==> config.mk <==
export PLATFORM = sky130hd
export DESIGN_NAME = regwb_arbiter
export DESIGN_NICKNAME = d
export VERILOG_FILES = /design/src/rtl/regwb_pkg.sv /design/src/rtl/regwb_rr_pick.sv /design/src/rtl/regwb_arbiter.sv
export SDC_FILE = /design/constraint.sdc
export NUM_CORES = 1
export LEC_CHECK = 0
export CORE_UTILIZATION = 52
export DETAILED_ROUTE_END_ITERATION = 12
export PLACE_DENSITY = 0.94
export SETUP_SLACK_MARGIN = 0.02
export SLEW_MARGIN = 20
export SYNTH_ARGS = -nofsm -noshare
export SYNTH_HDL_FRONTEND = slang
export SYNTH_SLANG_ARGS = --single-unit
export TNS_END_PERCENT = 50
==> constraint.sdc <==
create_clock -name clk -period 8 [get_ports clk]
set_input_delay 1.6 -clock clk [delete_from_list [all_inputs] [get_ports clk]]
set_output_delay 1.6 -clock clk [all_outputs]
set_load 0.1 [all_outputs]
==> src/rtl/regwb_pkg.sv <==
`default_nettype none
// ============================================================================
// Module      : regwb_pkg
// Description : Shared types and constants for the register-file writeback
//               arbiter: index/data widths, register count and the
//               write-port stage record.
// Revision    : 1.0 - initial release
// ============================================================================
package regwb_pkg;

    localparam int AW       = 3;
    localparam int DW       = 16;
    localparam int NREGS    = 1 << AW;
    localparam int NREQ_MAX = 4;

    typedef logic [AW-1:0] reg_idx_t;
    typedef logic [DW-1:0] reg_data_t;

    // One registered register-file write port.
    typedef struct packed {
        logic      we;
        reg_idx_t  idx;
        reg_data_t data;
    } wb_port_t;

endpackage : regwb_pkg
`default_nettype wire

==> src/rtl/regwb_rr_pick.sv <==
`default_nettype none
// ============================================================================
// Module      : regwb_rr_pick
// Description : Combinational round-robin double picker. Scans requesters
//               starting at rr_i (wrapping modulo NREQ). The first active
//               requester becomes pick 1; the next active requester whose
//               destination differs from pick 1's becomes pick 2.
// Ports       : req_i   - per-requester request
//               dest_i  - packed destinations, requester i at [i*AW +: AW]
//               rr_i    - scan start index
//               pick1_o / pick2_o - one-hot winners
//               vld1_o  / vld2_o  - winner present
// Revision    : 1.0 - initial release
// ============================================================================
module regwb_rr_pick #(
    parameter int NREQ = 3,
    parameter int AW   = 3,
    parameter int RRW  = 2
) (
    input  logic [NREQ-1:0]    req_i,
    input  logic [NREQ*AW-1:0] dest_i,
    input  logic [RRW-1:0]     rr_i,
    output logic [NREQ-1:0]    pick1_o,
    output logic [NREQ-1:0]    pick2_o,
    output logic               vld1_o,
    output logic               vld2_o
);
    import regwb_pkg::*;

    logic [AW-1:0] w_dest1;

    // Outer loop walks scan positions in priority order; inner loop finds the
    // requester sitting at that position, so every index stays a constant.
    always_comb begin
        int pos;
        pick1_o = '0;
        pick2_o = '0;
        vld1_o  = 1'b0;
        vld2_o  = 1'b0;
        w_dest1 = '0;
        pos     = 0;
        for (int k = 0; k < NREQ; k++) begin
            for (int j = 0; j < NREQ; j++) begin
                pos = j - int'(rr_i);
                if (pos < 0) begin
                    pos = pos + NREQ;
                end
                if (pos == k && req_i[j]) begin
                    if (!vld1_o) begin
                        pick1_o[j] = 1'b1;
                        vld1_o     = 1'b1;
                        w_dest1    = dest_i[j*AW +: AW];
                    end else if (!vld2_o && (dest_i[j*AW +: AW] != w_dest1)) begin
                        // Same-dest requesters are skipped so both ports
                        // never target one register on the same edge.
                        pick2_o[j] = 1'b1;
                        vld2_o     = 1'b1;
                    end
                end
            end
        end
    end

endmodule : regwb_rr_pick
`default_nettype wire

==> src/rtl/regwb_arbiter.sv <==
`default_nettype none
// ============================================================================
// Module      : regwb_arbiter
// Description : Writeback arbiter and pending-write scoreboard for the 8x16
//               two-write-port register file. Grants up to two requesters per
//               cycle, drives the file's write ports from registered stages
//               and tracks registers with an outstanding producer.
// Ports       : clk, rst            - clock, synchronous active-high reset
//               req_i/req_dest_i/req_data_i - writeback requests
//               gnt_o               - combinational grant (consumes request)
//               cw*_o/cs*_o/cd*_o   - registered register-file write ports
//               wt1_i/wt2_i         - register-file wait (holds everything)
//               sb_set_i/sb_set_reg_i - mark a destination pending
//               sb_busy_o/sb_dup_o  - pending bits, sticky double-set flag
//               conflict_cnt_o/conflict_clr_i - only with the option below
// Options     : REGWB_CONFLICT_CNT_EN adds a saturating 16-bit counter of
//               non-stalled cycles that left an active request ungranted.
// Note        : AW/DW must match the regwb_pkg constants (port records).
// Revision    : 1.0 - initial release
// ============================================================================
module regwb_arbiter #(
    parameter int NREQ = 3,
    parameter int DW   = 16,
    parameter int AW   = 3
) (
    input  logic                 clk,
    input  logic                 rst,
    input  logic [NREQ-1:0]      req_i,
    input  logic [NREQ*AW-1:0]   req_dest_i,
    input  logic [NREQ*DW-1:0]   req_data_i,
    output logic [NREQ-1:0]      gnt_o,
    output logic                 cw1_o,
    output logic                 cw2_o,
    output logic [AW-1:0]        cs1_o,
    output logic [AW-1:0]        cs2_o,
    output logic [DW-1:0]        cd1_o,
    output logic [DW-1:0]        cd2_o,
    input  logic                 wt1_i,
    input  logic                 wt2_i,
    input  logic                 sb_set_i,
    input  logic [AW-1:0]        sb_set_reg_i,
    output logic [(1<<AW)-1:0]   sb_busy_o,
    output logic                 sb_dup_o
`ifdef REGWB_CONFLICT_CNT_EN
    ,
    output logic [15:0]          conflict_cnt_o,
    input  logic                 conflict_clr_i
`endif
);
    import regwb_pkg::*;

    localparam int RRW = (NREQ > 1) ? $clog2(NREQ) : 1;
    localparam int NR  = 1 << AW;

    logic [NREQ-1:0] w_pick1, w_pick2;
    logic            w_vld1, w_vld2;
    logic            w_stall;

    logic [RRW-1:0]  rr_q, rr_d;
    wb_port_t        port1_q, port1_d, port2_q, port2_d;
    logic [NR-1:0]   busy_q, busy_d;
    logic            dup_q, dup_d;

    regwb_rr_pick #(
        .NREQ (NREQ),
        .AW   (AW),
        .RRW  (RRW)
    ) u_pick (
        .req_i   (req_i),
        .dest_i  (req_dest_i),
        .rr_i    (rr_q),
        .pick1_o (w_pick1),
        .pick2_o (w_pick2),
        .vld1_o  (w_vld1),
        .vld2_o  (w_vld2)
    );

    assign w_stall = wt1_i | wt2_i;

    // No request may be consumed while reset is applied or the file waits.
    assign gnt_o = (w_stall || rst) ? '0 : (w_pick1 | w_pick2);

    // Port stages and round-robin pointer. A port that loses keeps its
    // select/data so the file sees stable values with the enable low.
    always_comb begin
        port1_d = port1_q;
        port2_d = port2_q;
        rr_d    = rr_q;
        if (!w_stall) begin
            port1_d.we = w_vld1;
            port2_d.we = w_vld2;
            for (int j = 0; j < NREQ; j++) begin
                if (w_pick1[j]) begin
                    port1_d.idx  = req_dest_i[j*AW +: AW];
                    port1_d.data = req_data_i[j*DW +: DW];
                end
                if (w_pick2[j]) begin
                    port2_d.idx  = req_dest_i[j*AW +: AW];
                    port2_d.data = req_data_i[j*DW +: DW];
                end
                // Port 2 is always later in scan order than port 1, so it is
                // the last grant whenever it is valid.
                if (w_vld2 ? w_pick2[j] : w_pick1[j]) begin
                    rr_d = RRW'((j + 1) % NREQ);
                end
            end
        end
    end

    // Scoreboard: clears from writes leaving the port stages, then the
    // issue-stage set is applied last so it wins on a collision.
    always_comb begin
        busy_d = busy_q;
        if (port1_q.we) begin
            busy_d[port1_q.idx] = 1'b0;
        end
        if (port2_q.we) begin
            busy_d[port2_q.idx] = 1'b0;
        end
        if (sb_set_i) begin
            busy_d[sb_set_reg_i] = 1'b1;
        end
        dup_d = dup_q | (sb_set_i & busy_q[sb_set_reg_i]);
    end

    always_ff @(posedge clk) begin
        if (rst) begin
            rr_q    <= '0;
            port1_q <= '0;
            port2_q <= '0;
            busy_q  <= '0;
            dup_q   <= 1'b0;
        end else begin
            rr_q    <= rr_d;
            port1_q <= port1_d;
            port2_q <= port2_d;
            busy_q  <= busy_d;
            dup_q   <= dup_d;
        end
    end

    assign cw1_o     = port1_q.we;
    assign cs1_o     = port1_q.idx;
    assign cd1_o     = port1_q.data;
    assign cw2_o     = port2_q.we;
    assign cs2_o     = port2_q.idx;
    assign cd2_o     = port2_q.data;
    assign sb_busy_o = busy_q;
    assign sb_dup_o  = dup_q;

`ifdef REGWB_CONFLICT_CNT_EN
    logic [15:0] cnt_q, cnt_d;
    logic        w_conflict;

    assign w_conflict = !w_stall && (|(req_i & ~gnt_o));

    always_comb begin
        cnt_d = cnt_q;
        if (conflict_clr_i) begin
            cnt_d = '0;
        end else if (w_conflict && (cnt_q != 16'hFFFF)) begin
            cnt_d = cnt_q + 16'd1;
        end
    end

    always_ff @(posedge clk) begin
        if (rst) begin
            cnt_q <= '0;
        end else begin
            cnt_q <= cnt_d;
        end
    end

    assign conflict_cnt_o = cnt_q;
`endif

endmodule : regwb_arbiter
`default_nettype wire

# Word level (Yosys, flattened, before mapping)
# Cells that the tools add are included.
[totals]
input_bits = 68
wordCells = 196
regBits = 51
[op_classes]
n_bitwise = 10
reduce_logical = 36
eq_ne = 14
mux = 112
n_lt_le_gt_ge = 9
add_sub_neg = 6
[op_table]
columns = ["operator", "count"]
rows = [
  ["two-way mux 19 bit", 6],
  ["adder 32 x 3 -> 32 bit (second input constant)", 3],
  ["== test 32 x 2 -> 1 bit (second input constant)", 3],
  ["== test 32 x 3 -> 1 bit (second input constant)", 3],
  ["zero test 32 bit", 3],
  ["less-than comparator 32 x 1 -> 1 bit (second input constant)", 3],
  ["two-way mux 32 bit", 3],
  ["two-way mux 1 bit", 77],
  ["two-way mux 3 bit", 16],
  ["two-way mux 8 bit", 3],
  ["!= test 3 bit", 8],
  ["logical AND 1 bit", 19],
  ["bitwise AND 8 bit", 2],
  ["inverter 8 bit", 2],
  ["less-than comparator 3 x 4 -> 1 bit (second input constant)", 3],
  ["demux 1 bit (select 3 bit)", 3],
  [">= comparator 3 x 1 -> 1 bit (second input constant)", 3],
  ["nonzero test 3 bit", 3],
  ["OR 8 bit", 1],
  ["zero test 1 bit", 7],
  ["two-way mux 2 bit", 3],
  ["AND reduction 2 bit", 3],
  ["subtractor 1 x 2 -> 3 bit (first input constant)", 2],
  ["binary-select mux 1 bit (select 3 bit)", 1],
  ["other kinds (6)", 7],
]

# Longest topological paths before layout
[logic_depth]
depth_word = 49
mapped_depth = 16

# Modules after synthesis
# From an unflattened synthesis, not the netlist that was laid out.
[unflattened]
hier_cells = 559
area_unflattened_um2 = 4073.9
[by_module_without_submodules]
columns = ["mod", "instances", "seq_area_each_um2", "cells_per_inst", "area_per_inst_um2"]
rows = [
  ["regwb_arbiter", 1, 1021.0, 387, 2929.1],
  ["regwb_rr_pick", 1, 0.0, 172, 1144.8],
]

# Worst setup path before layout
# No wires, ideal clock.
[synth_path]
path_kind = "input to output"
startpoint = "input req_dest_i[4]"
endpoint = "output gnt_o[2]"
setup_slack_ns = 1.262
cell_stages = 12
t_arrival_ns = 5.138
n_path_buf = 3
cell_sequence = "buf_2 -> and3_1 -> a21o_1 -> o32a_1 -> a21oi_1 -> xor2_1 -> a311oi_1 -> o31ai_1 -> a21oi_1 -> buf_2 -> buf_2 -> a21oi_1"
[synth_between]
elab_chain_cells = 41
elab_cells_between_ends = 68
classes_between = "8 x eq/ne; 45 x mux; 1 x bitwise; 14 x reduce/logical"
[synth_lines]
columns = ["element", "line", "rtl"]
rows = [
  ["from (decl)", "regwb_arbiter.sv:29", "input logic [NREQ*AW-1:0] req_dest_i,"],
  ["!= test 3 bit", "regwb_rr_pick.sv:53", "end else if (!vld2_o && (dest_i[j*AW +: AW] != w_dest1)) begin"],
  ["two-way mux 1 bit", "regwb_rr_pick.sv:53", ""],
  ["two-way mux 1 bit", "regwb_rr_pick.sv:49", "if (!vld1_o) begin"],
  ["two-way mux 1 bit", "regwb_rr_pick.sv:48", "if (pos == k && req_i[j]) begin"],
  ["zero test 1 bit", "regwb_rr_pick.sv:53", ""],
  ["logical AND 1 bit", "regwb_rr_pick.sv:53", ""],
  ["two-way mux 1 bit", "regwb_rr_pick.sv:53", ""],
  ["two-way mux 1 bit", "regwb_rr_pick.sv:49", ""],
  ["(+25 left out)", "n/a", ""],
  ["two-way mux 1 bit", "regwb_rr_pick.sv:48", ""],
  ["zero test 1 bit", "regwb_rr_pick.sv:53", ""],
  ["logical AND 1 bit", "regwb_rr_pick.sv:53", ""],
  ["two-way mux 1 bit", "regwb_rr_pick.sv:53", ""],
  ["two-way mux 1 bit", "regwb_rr_pick.sv:49", ""],
  ["two-way mux 1 bit (*)", "regwb_rr_pick.sv:48", ""],
  ["OR 3 bit (*)", "regwb_arbiter.sv:81", "assign gnt_o = (w_stall || rst) ? '0 : (w_pick1 | w_pick2);"],
  ["two-way mux 3 bit (*)", "regwb_arbiter.sv:81", ""],
  ["to (decl)", "regwb_arbiter.sv:31", "output logic [NREQ-1:0] gnt_o,"],
]
# Mark *: on every way between the ends. The rest lies on a longest branch, timed or not.

# Final worst setup path
[layout_path]
startpoint = "input req_i[0]"
endpoint = "output gnt_o[0]"
[layout_between]
elab_chain_cells = 33
elab_cells_between_ends = 63
classes_between = "6 x eq/ne; 43 x mux; 1 x bitwise; 13 x reduce/logical"
[layout_lines]
columns = ["element", "line", "rtl"]
rows = [
  ["from (decl)", "regwb_arbiter.sv:28", "input logic [NREQ-1:0] req_i,"],
  ["logical AND 1 bit", "regwb_rr_pick.sv:48", ""],
  ["two-way mux 3 bit", "regwb_rr_pick.sv:48", ""],
  ["!= test 3 bit", "regwb_rr_pick.sv:53", ""],
  ["two-way mux 1 bit", "regwb_rr_pick.sv:53", ""],
  ["two-way mux 1 bit", "regwb_rr_pick.sv:49", ""],
  ["two-way mux 1 bit", "regwb_rr_pick.sv:48", ""],
  ["zero test 1 bit", "regwb_rr_pick.sv:53", ""],
  ["logical AND 1 bit", "regwb_rr_pick.sv:53", ""],
  ["(+17 left out)", "n/a", ""],
  ["two-way mux 1 bit", "regwb_rr_pick.sv:48", ""],
  ["zero test 1 bit", "regwb_rr_pick.sv:53", ""],
  ["logical AND 1 bit", "regwb_rr_pick.sv:53", ""],
  ["two-way mux 1 bit", "regwb_rr_pick.sv:53", ""],
  ["two-way mux 1 bit", "regwb_rr_pick.sv:49", ""],
  ["two-way mux 1 bit", "regwb_rr_pick.sv:48", ""],
  ["OR 3 bit (*)", "regwb_arbiter.sv:81", ""],
  ["two-way mux 3 bit (*)", "regwb_arbiter.sv:81", ""],
]
# Marks and branches as above.

==> flow_summary.toml <==
[power]
pwr-share-clk_pct = 16.1
leakage_nw = 2.04
switching_share_pct = 48.2
finalPower_mw = 1.12
intPower_uw = 578
ir_drop_v = 0.000125
p_sw_uw = 538
seqPwrFrac_pct = 27.0
combPwrFrac_pct = 56.8
power.density_mw_per_mm2 = 209

[clock_tree]
cts.repair.resized = 0
cts_buffers = 5
clkSinkCount = 51
cts_tree = "done"
clock_path_buffers = 2
clk-insertion-delay-late_ps = 320
cts_max_level = 2
clk_pin_slew_worst_paths_ps = 90
cts_setup_buffers = 0
clock_tree.root_cell = "clkbuf_8"
holdBufCountCts = 0

[floorplan]
start_util_pct = 53.4
dieArea_mm2 = 0.00825
die_height_um = 90.8
rows = 32
die_w_um = 90.8
core_mm2 = 0.00769
ios = 120

[global_routing]
overflow = 0
grt_pass1_vias = 4527
grt_start_max_net_pins = 41
grt_pass1_wl_um = 22200
grt_antenna_before_repair = 0
track_usage_pct = 33.5

[timing]
period_share_pct = 90.5
fin_ws_ps = 758
timing.fmax_ghz = 0.138
tightest_slew_ps = 1030
max_slew_margin_pct = 31.1
tns_ps = 0
fin_crit_ps = 7240
finalMaxSlewViolations = 0
setup_violations = 0
hold_viol_final = 0
clock_skew_ps = 6.87
rsz0062_at_grt = "false"

[synthesis]
async_flop_share_pct = 0
ys_seq_area_share_pct = 24.9
synth_edf_count = 0
syn_nets = 594
ys_ff_latch = 51
syn_avg_cell_area_um2 = 7.83
synth_cells = 524
synth.distinct_cells = 74
netlist_area_mm2 = 0.00410
yosysWarnings = 0
synthFlopType = "dfxtp_1"

[drt]
drt_iter0_drc = 489
dr.pass1.iters = 8
via_per_inst = 6.59
wl_per_cell_um = 19.3
vias = 4707
wirelength_um = 13800
drc = 0
antenna_left = 0

[worst_setup_path]
worstReg2RegEnd = "cs2_o[0]"
crit_fanout = 21
cp_data_required_time_ps = 6400
regToRegSetupSlack_ps = 3460
r2r-start = "rr_q[0]"
reg2reg_depth = 12
worstSetupEndpointType = "output port"
crit_type = "in2out"
crit_arrival_ps = 5640
cp-start-kind = "input pin"

[flow_run]
cap_violations = 0

[hold_path]
hp-start = "cd2_o[14]"
hp-class = "reg2reg"
hold_depth = 1
hold_path_end = "cd2_o[14]"

[layout]
layout.cells.non_filler = 714
final_cell_area_mm2 = 0.00535
n_antenna_cell = 0
area.growth.synth_to_final_pct = 30.3
drive_above_1_share_pct = 8.17
n_fill_cell = 591
layout.nets = 682

[place]
place_congestion = 1.02
placed_area_mm2 = 0.00524
io_buffers = 119
placed_cells = 707
dp_slack_ps = 933
hpwl_um = 9910

[status]
outcome = "complete, no violations"
==> kinds of logic after synthesis <==
logic type               share of synthesized area [%]
AO/OA/AOI/OAI                                     30.1
XOR/XNOR                                          2.99
adder cells (fa/ha/maj)                          0.610
buffers and inverters                             6.98
flip-flops                                        24.9
multiplexers                                      10.4
AND/OR/NAND/NOR                                   24.0
==> flip-flops by register name, summed over array words and instances (netlist names) <==
register	cells
cw1_o	1
cw2_o	1
sb_busy_o	8
cd2_o	16
cs1_o	3
sb_dup_o	1
cs2_o	3
cd1_o	16
rr_q	2
==> layout by cell type (no fill, tap or decap), types with 6 or more instances in the layout <==
cell type | netlist | routed
nor2b_1 | 8 | 8
buf_4 | 6 | 10
nand3_1 | 25 | 25
mux2i_1 | 36 | 36
a21oi_1 | 42 | 41
a32o_1 | 17 | 17
nand2_1 | 37 | 37
clkdlybuf4s50_1 | 0 | 116
a211oi_1 | 26 | 26
nor2_1 | 68 | 68
o211ai_1 | 7 | 7
a22oi_1 | 6 | 6
or2_2 | 13 | 13
inv_1 | 11 | 11
or2_1 | 7 | 7
xnor2_1 | 12 | 12
o31ai_1 | 6 | 6
and2_1 | 7 | 7
dfxtp_1 | 51 | 51
nor3_1 | 8 | 8
==> Yosys cell counts (all sizes together) (7+ instances only) <==
library cell / n / area, um2
nor2: 69 / 262
dfxtp: 51 / 1020
a21oi: 42 / 210
nand2: 38 / 145
mux2i: 36 / 360
buf: 29 / 185
a211oi: 27 / 208
nand3: 26 / 135
or2: 20 / 125
a32o: 17 / 170
clkbuf: 16 / 60.1
xnor2: 12 / 105
inv: 11 / 41.3
and2: 10 / 67.6
nor2b: 8 / 50.1
nor3: 8 / 40.0
o211ai: 7 / 52.6
==> routing by layer <==
layer	GRT usage (%)	vias up	share of wire, %
met4	17.2	0	4.4
met5	0	-	0
met3	7.91	68	10
met1	39.9	2180	38
met2	56.1	314	48
li1	-	2145	-
==> power groups by stage <==
stage               Clock, mW  Combinational, mW  Sequential, mW
floorplan                   0              0.302           0.478
global placement            0              0.609           0.305
detailed placement          0              0.620           0.307
CTS                     0.180              0.625           0.301
global route            0.191              0.668           0.305
finish                  0.180              0.634           0.302
==> worst max path at each step <==
stage	start	end	cells after the start
floorplan	req_dest_i[4]	gnt_o[2]	12
global placement	req_i[0]	gnt_o[0]	12
detailed placement	req_i[0]	gnt_o[0]	12
CTS	req_i[0]	gnt_o[0]	12
global route	req_i[0]	gnt_o[0]	12
finish	req_i[0]	gnt_o[0]	12
==> through the flow <==
stage,hold slack (ps),utilization [%]
6_report,477,69.5
3_5_place_dp,458,68.2
4_1_cts,476,69.5
5_1_grt,498,69.5
2_1_floorplan,474,-
3_3_place_gp,447,68.2
==> worst max-delay path, cell delays in order <==
cell and delay, ps:
clkdlybuf4s50_1 810, a22oi_1 930, nand3_1 230, a31oi_1 390, a21oi_1 90, xor2_1 160
a311oi_1 550, a21oi_1 160, a21oi_1 210, nor2_1 80, nor2_1 110, buf_4 310
==> final cells by class <==
type                       count  area, um2  share of cell area, %
clock inverter                 2       37.5                  0.702
clock buffer                   5       68.8                   1.29
sequential                    51       1020                   19.1
inverter                      11       41.3                  0.772
multi-input combinational    417       2810                   52.6
tap                          102        128                   2.39
timing repair buffer         126       1240                   23.1
(Power assumes the default switching activity.)
